File: config.mk
export PLATFORM = sky130hd
export DESIGN_NAME = modmul_iter
export DESIGN_NICKNAME = d
export VERILOG_FILES = /design/src/rtl/modmul_iter.sv
export SDC_FILE = /design/constraint.sdc
export NUM_CORES = 2
export LEC_CHECK = 0
export BUFFER_PORTS_ARGS = -buffer_cell sky130_fd_sc_hd__buf_2
export CORE_MARGIN = 10
export CORE_UTILIZATION = 35
export CTS_CLUSTER_DIAMETER = 100
export CTS_CLUSTER_SIZE = 25
export DETAILED_ROUTE_END_ITERATION = 10
export SKIP_LAST_GASP = 1
export SLEW_MARGIN = 10
export SYNTH_ARGS = -nofsm -noshare
export SYNTH_HDL_FRONTEND = slang
export SYNTH_SLANG_ARGS = --single-unit
File: constraint.sdc
create_clock -name clk -period 37.9 [get_ports clk]
set_clock_uncertainty 0.2 [all_clocks]
set_input_delay 5.685 -clock clk [delete_from_list [all_inputs] [get_ports clk]]
set_output_delay 5.685 -clock clk [all_outputs]
set_load 0.01 [all_outputs]
File: src/rtl/modmul_iter.sv
// modmul_iter: iterative (X*Y) mod M, retiring BPC multiplier bits per clock, MSB first.
// Define MODMUL_RANGE_CHECK_EN to reject M==0 or Y>=M at start with a one-cycle err completion.
module modmul_iter #(
  parameter int WIDTH = 256,
  parameter int BPC = 1
) (
  input  logic             clk,
  input  logic             rst,
  input  logic             start,
  input  logic [WIDTH-1:0] X,
  input  logic [WIDTH-1:0] Y,
  input  logic [WIDTH-1:0] M,
  output logic [WIDTH-1:0] Q,
  output logic             done,
  output logic             ready,
  output logic             busy,
  output logic             err
);
  localparam int N = WIDTH / BPC;
  localparam int CW = N > 1 ? $clog2(N) : 1;
  typedef enum logic {IDLE, CALC} state_t;
  state_t state;
  logic [WIDTH-1:0] xr, yr, mr;
  logic [WIDTH+1:0] r;
  logic [CW-1:0] count;
  logic [BPC:0][WIDTH+1:0] t;
  logic bad;
  assign ready = state == IDLE;
  assign busy = state == CALC;
  assign t[0] = r;
  // 2R + Y < 3M, so two conditional subtractions restore R < M
  for (genvar i = 0; i < BPC; i++) begin : g_step
    logic [WIDTH+1:0] s, u;
    assign s = (t[i] << 1) + (xr[WIDTH-1-i] ? {2'b0, yr} : '0);
    assign u = s >= {2'b0, mr} ? s - {2'b0, mr} : s;
    assign t[i+1] = u >= {2'b0, mr} ? u - {2'b0, mr} : u;
  end
`ifdef MODMUL_RANGE_CHECK_EN
  assign bad = M == '0 || Y >= M;
  always_ff @(posedge clk)
    if (!rst) err <= 1'b0;
    else if (ready && start) err <= bad;
`else
  assign bad = 1'b0;
  assign err = 1'b0;
`endif
  always_ff @(posedge clk) begin
    if (!rst) begin
      state <= IDLE;
      Q <= '0;
      done <= 1'b0;
      r <= '0;
      count <= '0;
    end else begin
      done <= 1'b0;
      if (state == IDLE) begin
        if (start && bad) begin
          done <= 1'b1;
          Q <= '0;
        end else if (start) begin
          xr <= X;
          yr <= Y;
          mr <= M;
          r <= '0;
          count <= CW'(N - 1);
          state <= CALC;
        end
      end else begin
        r <= t[BPC];
        xr <= xr << BPC;
        if (count == '0) begin
          Q <= t[BPC][WIDTH-1:0];
          done <= 1'b1;
          state <= IDLE;
        end else count <= count - 1'b1;
      end
    end
  end
endmodule

==> results.py <==
metrics = {
    "sta": {
        "tightest_slew_ns": 1.513,
        "hold_viol_final": 0,
        "slew_headroom": -0.008918,
        "period_needed_ns": 19.60,
        "tns_ns": 0,
        "maxSlewViolCount": 31,
        "finalSetupViolations": 0,
        "rsz0062_at_grt": "no",
        "fin_crit_sh": 0.5172,
        "fmax_mhz": 51.02,
    },
    "cts": {
        "cts_buffers": 86,
        "cts_tree": "yes",
        "clkLatencyLatePin_ns": 0.93,
        "clk_pin_slew_ns": 0.09,
        "cts_sinks": 1291,
        "cts_max_path_buffers": 4,
        "post_cts_buffers": 0,
        "cts.htree.levels": 3,
        "ctsHoldBuffers": 0,
        "cts-resized-gates": 0,
        "cts_root_buf": "clkbuf_16",
    },
    "setup_path": {
        "slowest_delay_ns": 1.19,
        "critPathLaunchType": "register",
        "worstPathArrival_ns": 20.07,
        "critPathRequiredTime_ns": 38.37,
        "end_kind": "register",
        "path_max_fanout": 115,
        "cp_top_family": "compound AO/OA/AOI/OAI gates",
        "critPathKind": "reg -> reg",
        "cp_slowest_cell": "a31oi_1",
        "path_buf_inv": 6,
    },
    "synthesis": {
        "syn_inst": 13138,
        "postSynth.asyncResetShare": 0,
        "synth.distinct_cells": 105,
        "yosysSeqAreaShare": 0.3187,
        "syn_area_sq_um": 105200,
        "synth_seq_cells": 1291,
        "syn_area_per_cell_sq_um": 8.008,
        "synth_edf_count": 768,
        "yosys_most_used_dff": "edfxtp_1",
        "ys_warn_count": 0,
        "syn_nets": 14681,
    },
    "place": {
        "io_buffer_count": 1029,
        "dp_cells": 17505,
        "gp_congestion": 1.066,
        "placed_area_sq_um": 113100,
        "hpwl_um": 435700,
    },
    "drt": {
        "drcViolationCount": 0,
        "drtIter0Drc": 12639,
        "vias": 104779,
        "wl_um": 516800,
        "first_pass_iters": 6,
        "routedWlPerCell_um": 29.20,
        "detail-route-antenna-nets": 0,
        "via_per_inst": 5.919,
    },
    "global_routing": {
        "grt_antenna_before_repair": 77,
        "grt_max_degree": 174,
        "grt_pass1_wl_um": 719400,
        "grt_pass1_vias": 98132,
        "grt_usage": 0.2997,
        "grt_overflow_total": 0,
    },
    "floorplanning": {
        "dieArea_sq_um": 322900,
        "core_sq_um": 299500,
        "start_util": 0.3513,
        "die_y_um": 568.3,
        "io-pin-count": 1031,
        "die_w_um": 568.3,
        "rows": 201,
    },
    "finish": {
        "final-seq-area_sq_um": 33540,
        "nNetsFinal": 15178,
        "fin_cells": 17701,
        "layout-drive-gt1-share": 0.1241,
        "fillers": 31322,
        "multi_input_area_sq_um": 66580,
        "syn_to_final_growth_pct": 10.49,
        "final_area_sq_um": 116200,
    },
    "hold_path": {
        "hp-class": "reg -> reg",
    },
    "status": {
        "status": "finished with violations",
        "violations": "slew limit",
    },
    "flow_run": {
        "cap_violations": 0,
    },
}
[kinds of logic after synthesis]
logic type | count (synthesis) | synth area share
other cells | 1 | 0.00003564
mux | 499 | 0.05147
simple gates | 4197 | 0.1830
compound gates | 4328 | 0.2420
xor+xnor | 761 | 0.06335
fa+ha+maj | 772 | 0.09202
buf+inv | 1289 | 0.04947
flops | 1291 | 0.3187
[worst reg2reg max path, delay by kind of cell, from the launching register on]
family	cells	cell delay, ns
AOI/OAI and AO/OA	18	6.26
muxes	2	1.02
buffers and inverters	6	4.27
DFF	1	0.44
xor gates and xnor gates	1	0.24
adders and majority gates	3	1.21
and+or+nand+nor	20	5.73
[per-stage QoR]
step | hold WS [ns] | util | setup WS [ns]
2_1_floorplan | 0.2268 | - | 8.931
3_3_place_gp | 0.2402 | 0.3777 | 19.40
3_5_place_dp | 0.2439 | 0.3778 | 19.05
4_1_cts | 0.2576 | 0.3877 | 18.88
5_1_grt | 0.2783 | 0.3880 | 17.63
6_report | 0.2598 | 0.3881 | 18.30
[cells in the final DEF, fill, tap and decap left out, types with 29 or more instances in the layout]
master / synthesis / final
a211oi_1: 49 / 49
a21boi_0: 67 / 67
a21o_1: 240 / 240
a21oi_1: 1776 / 1776
a221oi_1: 29 / 29
a31oi_1: 102 / 102
and2_1: 330 / 330
and3_1: 37 / 37
buf_2: 40 / 1028
buf_4: 9 / 79
clkbuf_16: 0 / 86
dfxtp_1: 523 / 522
diode_2: 0 / 44
edfxtp_1: 768 / 768
ha_1: 769 / 769
inv_1: 582 / 582
mux2_2: 334 / 334
mux2i_1: 163 / 163
nand2_1: 1446 / 1445
nand2b_1: 65 / 65
nand3_1: 106 / 106
nand4_1: 439 / 439
nor2_1: 1269 / 1266
nor2b_1: 47 / 47
nor3_1: 205 / 204
nor4_1: 66 / 64
o211ai_1: 40 / 40
o21a_1: 172 / 172
o21ai_0: 1051 / 1049
o21ai_1: 153 / 155
o21bai_1: 305 / 305
o31ai_1: 74 / 73
or2_2: 42 / 42
or3_1: 59 / 59
xnor2_1: 500 / 500
xor2_1: 261 / 261
[synthesized netlist by cell type, types with 18 or more instances]
library cell,instances,area [sq um]
inv_1,582,2185
o21ai_0,1051,5260
a21o_1,240,1802
or3_1,59,369.1
ha_1,769,9622
a211oi_1,49,367.9
xnor2_1,500,4379
o31ai_1,74,555.5
o41ai_1,21,183.9
and3_1,37,231.5
nand2b_1,65,406.6
nor4_1,66,412.9
or4_1,19,142.6
a31oi_1,102,638.1
mux2i_1,163,1632
o21bai_1,305,2290
nand3_1,106,530.5
or2_2,42,262.8
clkbuf_1,608,2282
o211ai_1,40,300.3
a22o_1,26,227.7
o21ai_1,153,765.7
edfxtp_1,768,23060
dfxtp_1,523,10470
nor3_1,205,1026
a21boi_0,67,503.0
and4_1,23,201.4
buf_2,40,200.2
buf_1,23,86.33
o221ai_1,24,210.2
nand2_1,1446,5428
xor2_1,261,2286
nor2b_1,47,294.0
nor2_1,1269,4763
a221oi_1,29,254.0
and2_1,330,2064
o21a_1,172,1291
mux2_2,334,3761
a21oi_1,1776,8889
nand4_1,439,2746
a41oi_1,18,157.7
[registers in the layout, summed over array words and instances, names as in the netlist]
register	cells
Q	256
done	1
r	257
mr	256
xr	256
count	8
busy	1
yr	256
[worst paths after layout]
check	startpoint	endpoint	slack, ns	cells past startpoint
hold reg to reg	Q[249]	Q[249]	0.26	2
hold / removal	Q[249]	Q[249]	0.26	2
setup / recovery	xr[255]	Q[66]	18.30	50
setup reg to reg	xr[255]	Q[66]	18.30	50
[cell type report]
| class | count | area share |
|---|---|---|
| Antenna cell | 44 | 0.0009472 |
| Clock buffer | 106 | 0.01924 |
| Clock inverter | 46 | 0.006479 |
| Inverter | 584 | 0.01892 |
| Multi-Input combinational cell | 10558 | 0.5728 |
| Sequential cell | 1291 | 0.2885 |
| Tap cell | 3958 | 0.04260 |
| Timing Repair Buffer | 1114 | 0.05057 |
[routing by layer]
layer	routed length, um	part of all wire	global-route usage	vias to the layer above
met5	336	0.00065	0	-
met4	28250	0.055	0.1361	52
met3	43820	0.085	0.05955	813
met2	221300	0.43	0.4590	4920
met1	223100	0.43	0.4065	50511
li1	-	-	-	48483
Power is not shown: default switching activity piles up to over one toggle a cycle in this logic, so the estimate is an artifact.
